[config.mk]
export PLATFORM = sky130hd
export DESIGN_NAME = eth_tx_arb
export DESIGN_NICKNAME = d
export VERILOG_FILES = /design/src/rtl/eth_tx_arb.sv
export SDC_FILE = /design/constraint.sdc
export NUM_CORES = 1
export LEC_CHECK = 0
export ABC_AREA = 1
export BUFFER_PORTS_ARGS = -buffer_cell sky130_fd_sc_hd__buf_2
export CAP_MARGIN = 30
export CORE_ASPECT_RATIO = 1.4
export CORE_MARGIN = 8
export CORE_UTILIZATION = 37
export CTS_BUF_LIST = sky130_fd_sc_hd__clkbuf_4 sky130_fd_sc_hd__clkbuf_8
export CTS_CLUSTER_SIZE = 16
export DETAILED_ROUTE_END_ITERATION = 10
export HOLD_SLACK_MARGIN = 0.05
export PLACE_DENSITY_LB_ADDON = 0.3
export SLEW_MARGIN = 20
export SYNTH_ARGS = -nofsm -noshare
export SYNTH_HDL_FRONTEND = slang
export SYNTH_SLANG_ARGS = --single-unit
[constraint.sdc]
create_clock -name Clk -period 1.68 [get_ports Clk]
set_input_delay 0.336 -clock Clk [delete_from_list [all_inputs] [get_ports Clk]]
set_output_delay 0.336 -clock Clk [all_outputs]
set_load 0.005 [all_outputs]
[src/rtl/eth_tx_arb.sv]
// Two-requester RMII TX arbiter: grants the TX path, enforces the inter-frame gap and aborts stuck frames.
// Define ETH_TX_ARB_PRIO_EN for fixed priority (Req[0] wins ties); default build is round robin.
module eth_tx_arb #(
  parameter int unsigned pIfg_Cnt     = 48,
  parameter logic [15:0] pTimeout_Cnt = 16'd8192
) (
  input  logic        Clk,
  input  logic        Rst,
  input  logic [1:0]  Req,
  input  logic        Tx_Busy,
  input  logic        Tx_Done,
  output logic [1:0]  Grant,
  output logic        Eth_En,
  output logic        Timeout,
  output logic [1:0]  Arb_State,
  output logic [15:0] Frame_Cnt
);

  typedef enum logic [1:0] {
    S_IDLE  = 2'd0,
    S_START = 2'd1,
    S_BUSY  = 2'd2,
    S_IFG   = 2'd3
  } state_t;

  localparam int unsigned IfgW    = (pIfg_Cnt > 1) ? $clog2(pIfg_Cnt) : 1;
  localparam logic [IfgW-1:0] IfgLast = IfgW'(pIfg_Cnt - 1);
  localparam logic [15:0] WdLast  = pTimeout_Cnt - 16'd1;

  state_t           state_q, state_d;
  logic [1:0]       grant_q, grant_d;
  logic             timeout_q, timeout_d;
  logic [15:0]      frame_cnt_q, frame_cnt_d;
  logic [15:0]      wd_q, wd_d;
  logic [IfgW-1:0]  ifg_q, ifg_d;
`ifndef ETH_TX_ARB_PRIO_EN
  logic             last_q, last_d;
`endif

  logic [1:0] win;
  logic       start_ok;
  logic       done_evt;
  logic       expire_evt;
  logic       ifg_end;

  always_comb begin
    win = 2'b00;
    case (Req)
      2'b01: win = 2'b01;
      2'b10: win = 2'b10;
      2'b11: begin
`ifdef ETH_TX_ARB_PRIO_EN
        win = 2'b01;
`else
        // last_q holds the index of the previous owner; the other requester wins the tie
        win = last_q ? 2'b01 : 2'b10;
`endif
      end
      default: win = 2'b00;
    endcase
  end

  assign start_ok   = (state_q == S_IDLE) && (Req != 2'b00) && !Tx_Busy;
  assign done_evt   = (state_q == S_BUSY) && Tx_Done;
  assign expire_evt = (state_q == S_BUSY) && !Tx_Done && (wd_q == WdLast);
  assign ifg_end    = (state_q == S_IFG) && (ifg_q == IfgLast);

  always_ff @(posedge Clk) begin
    if (Rst) begin
      state_q <= S_IDLE;
    end else begin
      state_q <= state_d;
    end
  end

  always_comb begin
    state_d = state_q;
    case (state_q)
      S_IDLE:  if (start_ok) state_d = S_START;
      S_START: state_d = S_BUSY;
      S_BUSY:  if (done_evt || expire_evt) state_d = S_IFG;
      S_IFG:   if (ifg_end) state_d = S_IDLE;
      default: state_d = S_IDLE;
    endcase
  end

  always_comb begin
    grant_d     = grant_q;
    timeout_d   = 1'b0;
    frame_cnt_d = frame_cnt_q;
    wd_d        = wd_q;
    ifg_d       = ifg_q;
`ifndef ETH_TX_ARB_PRIO_EN
    last_d      = last_q;
`endif
    case (state_q)
      S_IDLE: begin
        wd_d = '0;
        if (start_ok) grant_d = win;
      end
      S_START: begin
        wd_d = wd_q + 16'd1;
      end
      S_BUSY: begin
        // Tx_Done takes precedence over a watchdog expiry in the same cycle
        if (done_evt || expire_evt) begin
          grant_d     = 2'b00;
          wd_d        = '0;
          ifg_d       = '0;
          timeout_d   = expire_evt;
          frame_cnt_d = done_evt ? frame_cnt_q + 16'd1 : frame_cnt_q;
`ifndef ETH_TX_ARB_PRIO_EN
          last_d      = grant_q[1];
`endif
        end else begin
          wd_d = wd_q + 16'd1;
        end
      end
      S_IFG: begin
        ifg_d = ifg_end ? '0 : ifg_q + IfgW'(1);
      end
      default: begin
        grant_d = 2'b00;
      end
    endcase
  end

  always_ff @(posedge Clk) begin
    if (Rst) begin
      grant_q     <= 2'b00;
      timeout_q   <= 1'b0;
      frame_cnt_q <= '0;
      wd_q        <= '0;
      ifg_q       <= '0;
`ifndef ETH_TX_ARB_PRIO_EN
      last_q      <= 1'b1;
`endif
    end else begin
      grant_q     <= grant_d;
      timeout_q   <= timeout_d;
      frame_cnt_q <= frame_cnt_d;
      wd_q        <= wd_d;
      ifg_q       <= ifg_d;
`ifndef ETH_TX_ARB_PRIO_EN
      last_q      <= last_d;
`endif
    end
  end

  assign Grant     = grant_q;
  assign Eth_En    = (state_q == S_START);
  assign Timeout   = timeout_q;
  assign Arb_State = state_q;
  assign Frame_Cnt = frame_cnt_q;

endmodule

Yosys cells after proc, flatten, opt, wreduce, memory -nomap -nowiden:

Index checks and enable logic that the tools add are counted.

* muxes and demuxes: 14
* bitwise gates (word level): 2
* equality and inequality tests: 11
* $add $sub $neg: 3
* reduce and logical (&&, ||, !) cells: 20

Operator list (count)
* $pmux 16 s3: 1
* $add 16x1->16 const B: 2
* $eq 16x13->1 const B: 1
* $mux 16: 1
* $mux 2: 6
* $mux 6: 2
* $pmux 6 s2: 1
* $reduce_and 3->1: 3
* $eq 2x2->1 const B: 4
* $pmux 2 s4: 1
* $add 6x1->6 const B: 1
* $eq 6x6->1 const B: 1
* $logic_and 1x1->1: 6
* $pmux 2 s3: 1
* $reduce_bool 2->1: 3
* $eq 2x1->1 const B: 2
* $ne 2x2->1 const B: 2
* $pmux 2 s2: 1
* $reduce_and 2->1: 2
* $reduce_bool 3->1: 1
* $reduce_or 3->1: 1
* $logic_not 1->1: 2
* $logic_not 2->1: 1
* $ne 2x1->1 const B: 1
* other kinds (2): 3

* bits in registers: 44
* output and inout port bits: 22
* bits of input ports: 6

Logic depth before layout (Yosys ltp):

Gate-level depths: netlist of the first run.

* depth in word-level cells: 6
* depth in mapped cells: 13
* depth with buffers taken out: 12

Worst setup path before layout of the first run:

Ideal clock, no wire load.

* path kind: register to register
* start: register state_q[0] (netlist: Arb_State[0])
* end: register frame_cnt_q[14] (netlist: Frame_Cnt[14])
* setup slack: 0.067 ns
* period minus slack after synthesis: 1.613 ns
* library setup time: 0.128 ns
* data required time: 1.552 ns
* arrival time: 1.485 ns
* stages on the path, launching flop included: 13
* cells stage by stage: dfxtp_1 > inv_1 > ha_1 > buf_4 > nand2_8 > clkinv_2 > nand3_2 > nor3_2 > nand2_2 > nor2_4 > nand3_1 > nand2_1 > nor2_1

* longest elaborated chain between the ends: 5
* elaborated cells between the ends (all ways): 6
* classes of those cells: eq/ne (1); reduce/logical (5)

RTL lines
* start, declared: line 30 `state_t state_q, state_d;`
* start signal, assigned: line 72 `state_q <= state_d;`
* $eq 2x2->1 *: line 64, 65, 96
* $logic_and 1x1->1 (2 in a row): line 65 `assign expire_evt = (state_q == S_BUSY) && !Tx_Done && (wd_q == WdLast);`
* $logic_or 1x1->1: line 106 `if (done_evt || expire_evt) begin`
* $reduce_and 3->1 (no line) *
* end signal, assigned: line 141 `frame_cnt_q <= frame_cnt_d;`
* end, declared: line 33 `logic [15:0] frame_cnt_q, frame_cnt_d;`

Mark *: on every way between the ends. The rest lies on a longest branch, timed or not.
A chain may end at the register's enable or synchronous reset.

Worst setup path after layout of the first run:

* start: register wd_q[0]
* end: register state_q[0] (netlist: Arb_State[0])

* longest elaborated chain between the ends: 5

RTL lines
* start, declared: line 34 `logic [15:0] wd_q, wd_d;`
* start signal, assigned: line 142 `wd_q <= wd_d;`
* $eq 16x13->1: line 65
* $logic_and 1x1->1: line 65
* $logic_or 1x1->1: line 81 `S_BUSY: if (done_evt || expire_evt) state_d = S_IFG;`
* $ne 2x1->1 (no line)
* $reduce_and 3->1 (no line)

No other way between the ends.

==> results of run 1 <==
final cells by class:
class | count | area [sq um]
Tap cell | 95 | 119
Timing Repair Buffer | 51 | 319
Inverter | 48 | 186
Sequential cell | 44 | 887
Clock buffer | 7 | 96.3
Clock inverter | 1 | 30.0
Fill cell | 741 | 3630
Multi-Input combinational cell | 286 | 1580
cell families (layout without fill, tap and decap cells):
logic type      count (synthesis)  after routing  share of synthesized area (%)
compound gates                 58             58                           11.8
xor+xnor                        4              4                           1.36
fa+ha+maj                       8              8                           3.89
buf+inv                        56            107                           8.64
flops                          44             44                           34.2
simple gates                  214            216                           40.2
state kept, by name, summed over array words and instances (netlist names):
name and flops:
ifg_q 6, Grant 2, Arb_State 2, wd_q 16
last_q 1, Timeout 1, Frame_Cnt 16
final timing paths:
check / to / startpoint
worst max-delay path: Arb_State[0] / wd_q[0]
worst min-delay path: Grant[1] / Req[0]
worst max register to register: Arb_State[0] / wd_q[0]
worst min register to register: Grant[0] / Grant[0]
cells in the final DEF (no fill, tap or decap), types with 6 or more instances in the layout:
cell / instances
nand2_1: 96
nor2_1: 55
dfxtp_1: 41
inv_1: 39
a21oi_1: 35
buf_2: 27
buf_4: 23
nand3_1: 18
o21ai_0: 12
nand4_1: 8
nor3_1: 8
inv_2: 7
clkbuf_8: 7
nor2_4: 6
metal layers:
layer | up-vias | share of wire [%] | global-route usage [%]
li1 | 1335 | - | -
met1 | 1148 | 41 | 13.9
met2 | 37 | 54 | 23.7
met3 | 11 | 2.8 | 2.43
met4 | 0 | 2.0 | 6.11
met5 | - | 0 | 0
per-stage QoR:
step	instance area, sq um	utilization (%)	setup TNS, ns	power, W
floorplan	2580	-	0	0.00197
global placement	2920	42.6	0	0.00230
detailed placement	2920	42.6	0	0.00231
CTS	3050	44.5	0	0.00323
global route	3220	47.0	-0.0242	0.00379
finish	3220	47.0	0	0.00355
timing repair:
action | in CTS | in global routing
pin swaps | 0 | 11
endpoints found under the setup margin | 1 | 29
resized for setup | 1 | 28
setup buffers | 0 | 7
endpoints found under the hold margin | 0 | 0
cloned | 0 | 2
power by group:
| group | internal (W) | switching, W | leakage (nW) |
|---|---|---|---|
| registers | 0.00112 | 0.0000591 | 0.357 |
| clock network | 0.000525 | 0.000378 | 0.0645 |
| logic | 0.000605 | 0.000857 | 0.932 |
worst register-to-register path, stage by stage (launching register included):
cell     delay (ns)
dfxtp_2        0.33
ha_2           0.19
nand2_2        0.11
nor2_4         0.05
nand2_2        0.11
inv_2          0.06
nand2_2        0.11
nand3_4        0.17
buf_4          0.19
a21oi_1        0.12
nor2_1         0.06
==> summary.md, run 1 <==
| Metric | Value |
|---|---|
| Status | completed |
| Synth Instances | 384 |
| Final Max Slew Viols | 0 |
| Buffers on Ports | 27 |
| CP Launch Type | flop |
| ANT cells | 0 |
| R2R depth | 10 |
| Synthesized flop and latch total | 44 |
| Pre-CTS WS | around 0.011 ns |
| PwrDens | between 1000 and 1500 mW/mm^2 |
| Hold path cells | 4 |
| Ports | 28 |
| Routed vias/inst | 4.76 |
| Ys Warns | 0 |
| Syn_area_per_cell | ~6.7 sq um |
| Layout cell share with drive strength beyond 1 | around 24% |
| Drt total wl | 6350 um |
| Most frequent cell after synthesis | nand2_1 |
| Critical Path RT | approximately 1.9 ns |
| Slowest-stage cell, CP | dfxtp_2 |
| CP most frequent cell | nand2_2 |
| Post-synth top area share | 34.2% |
| Sequential fraction of the synthesis area | between 30 and 40% |
| Reg-to-reg slack, setup | 0.09 ns |
| Pleak | roughly 1.4 nW |
| Sink Count | 44 |
| Largest cells by area after synthesis | dfxtp_1 (34%), nand2_1 (14%), nor2_1 (8.2%), a21oi_1 (7.2%), inv_1 (6.3%) |
| Crit Path Class | flop to flop |
| Syn Std Cell Area | 0.00258 sq mm |
| Die area | between 0.009 and 0.01 sq mm |
| Worst path max stage delay | roughly 0.33 ns |
| Worst Max-Slew Pin Slew | ~0.33 ns |
| Final setup vio count | 0 |
| Max-Cap Viols | 0 |
| Vias in the first global route | about 2400 |
| Worst setup EP type | flop |
| Final Skew | around 0.013 ns |
| Largest net degree at the start of global routing | 29 |
| Routed vias | approximately 2500 |
| Critical path depth | 10 |
| CP Max Fanout | 4 |
| CTS Buf Count | 5 |
| Clk_lat worst skew | roughly 0.30 ns |
| Hold_buf cts | 0 |
| Final worst slack | approximately 0.09 ns |
| Nets | 450 |
| Core Region | about 0.0068 sq mm |
| Fin crit share | a little over nine tenths |
| Syn-to-layout area delta | 25.0% |
| CTS tree | yes |
| Reg clk slew, reported paths | 0.09 ns |
| Total grt overflow | 0 |
| Initial Util | a little under two fifths |
| Post-synth EDFFs | 0 |
| Number of cell rows | 36 |
| Inst Count DP | between 500 and 600 |
| Root Buffer | clkbuf_8 |
| Critical path cell sequence | ha_2 > nand2_2 > nor2_4 > nand2_2 > inv_2 > nand2_2 > nand3_4 > buf_4 > a21oi_1 > nor2_1 |
| DP HPWL | 4450 um |
| Non-filler cells, final | 532 |
| Drt drc | 0 |
| Number of H-tree levels | 2 |
| Ys async rst share | 0% |
| Commonest cells post-synth | nand2_1 (98), nor2_1 (56), dfxtp_1 (44), inv_1 (43), a21oi_1 (37) |
| Initial antenna violation count | 0 |
| GRT Resource Usage Total | between 10% and 20% |
| Yosys cell types | 33 |
| Hold_ws | 0.383 ns |
| Family with the most delay on the worst path | simple AND/OR/NAND/NOR gates |
| HP Class | primary input to flop |
| Synthesized Nets | 398 |
| Number of detailed-routing iterations run before antenna repair | 4 |
| Max-slew headroom | 77.7% |
| Fmax | about 630 MHz |
| Max clock buf depth | 2 |
| Crit path arrival time | roughly 1.8 ns |
| First-pass GRT wire length | ~11000 um |
| Hold Vio Cnt, Final | 0 |
| Die Height | about 110 um |
| Die Width | 86.5 um |
| Post-route ant nets | 0 |
| Wire per inst | roughly 12 um |
| Yosys top cell by area | dfxtp_1 |
| Detailed Route Iter0 Violations | 93 |
| Main synth FF type | dfxtp_1 |
| RD Place Congestion | 0.852 |
| Worst path bufs/invs | 2 |
| VDD IR max | roughly 0.55 mV |
| Minimum clock period | 1.59 ns |
No activity file was read; power rests on OpenSTA's default activity.
==> run 2, diff against run 1 <==
--- a/config.mk
+++ b/config.mk
@@ -15,7 +15,6 @@
 export CTS_CLUSTER_SIZE = 16
 export DETAILED_ROUTE_END_ITERATION = 10
 export HOLD_SLACK_MARGIN = 0.05
-export PLACE_DENSITY_LB_ADDON = 0.3
 export SLEW_MARGIN = 20
 export SYNTH_ARGS = -nofsm -noshare
 export SYNTH_HDL_FRONTEND = slang
==> run 2 against run 1 <==
Effect of this change:
- via count fell by 1.7%
- clock skew shrank 0.0070 ns
- clock-buffer cell count is 1 lower
- combinational power down 14%
- sequential power about the same
- sequential cell count is the same
- total power fell by 8.0%
- first-iteration DRC count is 45% higher
- global-route usage down 0.44 points
- clock power down 8.5%
- design area shrank 2.9%
- utilization shrank 1.4 points
- critical endpoint is now ifg_q[5]
==> summary.md, run 2 (synthesis gave the netlist of run 1 again) <==
| Metric | Value |
|---|---|
| Post-layout util | ~46% |
| Status | completed |
| Sink Count | 44 |
| Crit Path Class | flop to flop |
| Vias in the first global route | 2302 |
| Routed vias | ~2500 |
| Drt total wl | ~6300 um |
| Max-slew headroom | between 70% and 80% |
| Non-filler cells, final | between 500 and 600 |
| CTS Buf Count | 5 |
| CP Launch Type | flop |
| Reg clk slew, reported paths | ~0.080 ns |
| Die area | ~0.01 sq mm |
| Detailed Route Iter0 Violations | between 100 and 150 |
| RSZ-0062 raised after global routing | true |
| HP Class | primary input to flop |
| Fmax | between 600 and 700 MHz |
| Number of detailed-routing iterations run before antenna repair | 6 |
| Core Region | 0.00685 sq mm |
| Clk_lat worst skew | approximately 0.29 ns |
| Final Skew | roughly 0.0059 ns |
| Crit path arrival time | 1.77 ns |
| Total grt overflow | 0 |
| Routed vias/inst | about 4.7 |
| ANT cells | 0 |
| Hold_buf cts | 0 |
| Pleak | about 1.3 nW |
| Drt drc | 0 |
| Max-Cap Viols | 0 |
| CP Max Fanout | 7 |
| GRT Resource Usage Total | 12.6% |
| PwrDens | about 1000 mW/mm^2 |
| Wire per inst | roughly 12 um |
| VDD IR max | about 0.76 mV |
| DP HPWL | roughly 4500 um |
| Initial Util | a little under two fifths |
| Die Width | just under 90 um |
| Max clock buf depth | 2 |
| Critical Path RT | 1.87 ns |
| Worst Max-Slew Pin Slew | between 0.3 and 0.4 ns |
| Buffers on Ports | 27 |
| Worst setup EP type | flop |
| Leading cell type in the layout, fill and taps excluded | nand2_1 |
| Layout cell share with drive strength beyond 1 | about 22% |
| Minimum clock period | between 1.5 and 2 ns |
| DP Area | ~0.0029 sq mm |
| Post-route ant nets | 0 |
| Inst Count DP | about 520 |
| Final worst slack | around 0.10 ns |
| Final Max Slew Viols | 0 |
| Final setup vio count | 0 |
| Hold Vio Cnt, Final | 0 |
| Root Buffer | clkbuf_8 |
| First-pass GRT wire length | roughly 10000 um |
| Pre-CTS WS | between 0.04 and 0.05 ns |
| Nets | around 450 |
| Number of H-tree levels | 2 |
| Largest net degree at the start of global routing | 29 |
| Fillers | 744 |
| Number of cell rows | 36 |
| Initial antenna violation count | 0 |
| Post-route cell area | 0.00313 sq mm |
| Syn-to-layout area delta | 21.4% |
| Fin crit share | 94.0% |
| Ports | 28 |
| CTS tree | yes |
| Most frequent cells in the layout | nand2_1 (97), nor2_1 (56), inv_1 (42), dfxtp_1 (40), a21oi_1 (36) |
| Die Height | ~110 um |
| RD Place Congestion | 0.845 |
-- run 2: final timing paths --
path | depth (start not counted) | slack, ns | endpoint | startpoint
setup / recovery | 8 | 0.10 | ifg_q[5] | Arb_State[1]
hold / removal | 4 | 0.39 | Grant[1] | Req[0]
setup reg to reg | 8 | 0.10 | ifg_q[5] | Arb_State[1]
hold reg to reg | 2 | 0.46 | Grant[0] | Grant[0]
-- run 2: per-layer routing --
metal  share of wire (%)  GRT usage, %  routed length [um]
met4                0.88          4.15                  55
met3                 1.7          2.15                 106
met5                   0             0                   0
met1                  42          12.6                2640
met2                  55          24.9                3470
-- run 2: cell type report --
cell class | count | area, sq um | share of cell area [%]
multi-input cells | 286 | 1550 | 49.5
clock buffers | 6 | 76.3 | 2.44
clock inverters | 2 | 35.0 | 1.12
repair buffers | 46 | 278 | 8.88
inverters | 48 | 185 | 5.92
well taps | 95 | 119 | 3.80
flip-flops and latches | 44 | 886 | 28.3
-- run 2: timing repair --
item,in CTS,in global routing
resized for setup,0,17
setup endpoints to repair,0,17
setup buffers,0,1
endpoints found under the hold margin,0,0
-- run 2: critical path: stages, from the launching register on --
cell	delay, ns
dfxtp_2	0.37
buf_4	0.14
ha_2	0.21
inv_1	0.10
or2_2	0.35
nand3_4	0.13
o21ai_0	0.09
inv_1	0.06
nor2_1	0.04
-- run 2: through the flow --
step                      setup TNS (ns)  hold WS (ns)  power, W
after floorplan                        0         0.456   0.00197
after global placement                 0         0.450   0.00234
after detailed placement               0         0.458   0.00235
after CTS                              0         0.374   0.00319
after global routing             -0.0456         0.404   0.00351
final                                  0         0.389   0.00327
-- run 2: power by group --
part	internal [W]	total, W	switching [W]
sequential	0.00112	0.00118	0.0000606
combinational	0.000464	0.00126	0.000794
clock	0.000458	0.000826	0.000368
==> run 3, diff against run 2 <==
==> constraint.sdc (replaced) <==
create_clock -name Clk -period 1.68 [get_ports Clk]
set_input_delay 0.252 -clock Clk [delete_from_list [all_inputs] [get_ports Clk]]
set_output_delay 0.252 -clock Clk [all_outputs]
set_load 0.005 [all_outputs]
==> run 3 against run 2 <==
Effect of this change:
- setup slack improved by 0.035 ns
- clock power fell by 12%
- via count fell by 1.0%
- clock skew fell by 0.0016 ns
- combinational power fell by 3%
- wire length fell by 3.4%
- sequential share of layout area rose by 0.43 points
==> summary.md, run 3 (synthesis gave the netlist of run 1 again) <==
| Metric | Value |
|---|---|
| Core Region | between 0.006 and 0.007 sq mm |
| Critical path cell sequence | inv_1 > ha_1 > inv_1 > nor2_4 > inv_1 > nor2_1 > o21a_1 > nand2_1 > a21oi_1 |
| Max clock buf depth | 2 |
| Total grt overflow | 0 |
| Resized cells post-CTS | 0 |
| DP HPWL | between 4000 and 5000 um |
| Status | completed |
| HP Class | primary input to flop |
| Slowest-stage cell, CP | dfxtp_2 |
| Pre-CTS WS | roughly 0.049 ns |
| Die Height | approximately 110 um |
| Worst path max stage delay | about 0.37 ns |
| Worst r2r src | Arb_State[1] |
| RSZ-0062 raised after global routing | true |
| Vias in the first global route | ~2500 |
| Final worst slack | roughly 0.14 ns |
| Final Max Slew Viols | 0 |
| Wire per inst | between 10 and 15 um |
| Max-Cap Viols | 0 |
| Final Skew | 0.00429 ns |
| ANT cells | 0 |
| Die area | 0.00993 sq mm |
| Minimum clock period | roughly 1.5 ns |
| Worst Hold End | Grant[1] |
| Hold Vio Cnt, Final | 0 |
| Critical Path RT | around 1.9 ns |
| Routed vias/inst | between 4 and 5 |
| CP Launch Type | flop |
| Nets | roughly 440 |
| Buffers on Ports | 27 |
| R2r endpoint | wd_q[4] |
| Post-route ant nets | 0 |
| Most frequent cells in the layout | nand2_1 (98), nor2_1 (55), dfxtp_1 (43), inv_1 (42), a21oi_1 (35) |
| R2R depth | 9 |
| VDD IR max | 0.573 mV |
| Final setup vio count | 0 |
| Crit Path Class | flop to flop |
| Fillers | between 700 and 800 |
| Largest net degree at the start of global routing | 29 |
| Post-layout util | 44.8% |
| Post-layout total power | 0.00312 W |
| RD Place Congestion | about 0.84 |
| CTS Buf Count | 5 |
| Worst setup EP type | flop |
| Initial Util | between 30% and 40% |
| Fmax | ~650 MHz |
| Worst path bufs/invs | 3 |
| Number of H-tree levels | 2 |
| First-pass GRT wire length | 10400 um |
| CTS tree | yes |
| Die Width | between 80 and 90 um |
| Hold_sp | Req[0] |
| Post-CTS Repair Setup Buffers | 0 |
| Family with the most delay on the worst path | flip-flops |
| Register area | between 800 and 900 sq um |
| Final setup TNS | 0 ns |
| Layout cell share with drive strength beyond 1 | 20.4% |
| Drt drc | 0 |
| Fin crit share | roughly nine tenths |
| Pleak | 1.28 nW |
| Crit path arrival time | between 1.5 and 2 ns |
| Worst Max-Slew Pin Slew | 0.500 ns |
| Hold_buf cts | 0 |
| Routed vias | ~2500 |
| CP Max Fanout | 8 |
| Clk_lat worst skew | 0.29 ns |
| Sink Count | between 40 and 50 |
| Max-slew headroom | between 60% and 70% |
| Number of detailed-routing iterations run before antenna repair | 6 |
| Initial antenna violation count | 0 |
| Root Buffer | clkbuf_8 |
| Hold path cells | 4 |
| GRT Resource Usage Total | approximately 13% |
| Multi-input combinational cell area | about 0.0015 sq mm |
| Leading cell type in the layout, fill and taps excluded | nand2_1 |
| Detailed Route Iter0 Violations | 93 |
| Reg-to-reg slack, setup | approximately 0.14 ns |
| Drt total wl | just over 6000 um |
| CP most frequent cell | inv_1 |
| Syn-to-layout area delta | 19.0% |
| Ports | 28 |
| Reg clk slew, reported paths | roughly 0.080 ns |
| Number of cell rows | 36 |
| PwrDens | 1020 mW/mm^2 |
==> run 3: how the worst max path moves through the flow <==
| stage | end | from | slack [ns] | depth (start not counted) |
|---|---|---|---|---|
| 2_1_floorplan | Frame_Cnt[14] | Arb_State[0] | 0.07 | 12 |
| 3_3_place_gp | ifg_q[0] | Arb_State[0] | 0.06 | 8 |
| 3_5_place_dp | ifg_q[0] | Arb_State[0] | 0.05 | 8 |
| 4_1_cts | ifg_q[0] | Arb_State[0] | 0.03 | 8 |
| 5_1_grt | Frame_Cnt[10] | Arb_State[0] | -0.006 | 11 |
| 6_report | wd_q[4] | Arb_State[1] | 0.14 | 9 |
==> run 3: layout make-up <==
class	instances	area share (%)
Sequential cell	44	28.8
Tap cell	95	3.88
Inverter	48	5.92
Timing Repair Buffer	44	8.69
Clock buffer	7	3.14
Multi-Input combinational cell	284	49.6
==> run 3: metrics by stage <==
stage          std cells  instance area [sq um]  hold WS, ns
3_3_place_gp         515                   2920        0.450
4_1_cts              522                   3010        0.286
5_1_grt              522                   3070        0.330
2_1_floorplan        384                   2580        0.455
6_report             522                   3070        0.304
3_5_place_dp         515                   2920        0.461
==> run 3: report_power, final <==
| group | internal [W] | switching (W) | total [W] |
|---|---|---|---|
| Combinational | 0.000464 | 0.000752 | 0.00122 |
| Clock | 0.000367 | 0.000360 | 0.000727 |
| Sequential | 0.00112 | 0.0000597 | 0.00118 |
==> run 3: tightest hold or removal path, delay by kind of cell <==
kind,cells,cell delay (ns)
AOI/OAI and AO/OA,2,0.13
and+or+nand+nor,1,0.07
buffers and inverters,1,0.10
==> run 3: metal layers <==
| layer | track usage, % | wire (um) | up-vias |
|---|---|---|---|
| met1 | 12.8 | 2460 | 1118 |
| met3 | 2.43 | 122 | 12 |
| met2 | 24.7 | 3360 | 29 |
| met5 | 0 | 0 | - |
| met4 | 5.65 | 115 | 0 |
| li1 | - | - | 1305 |
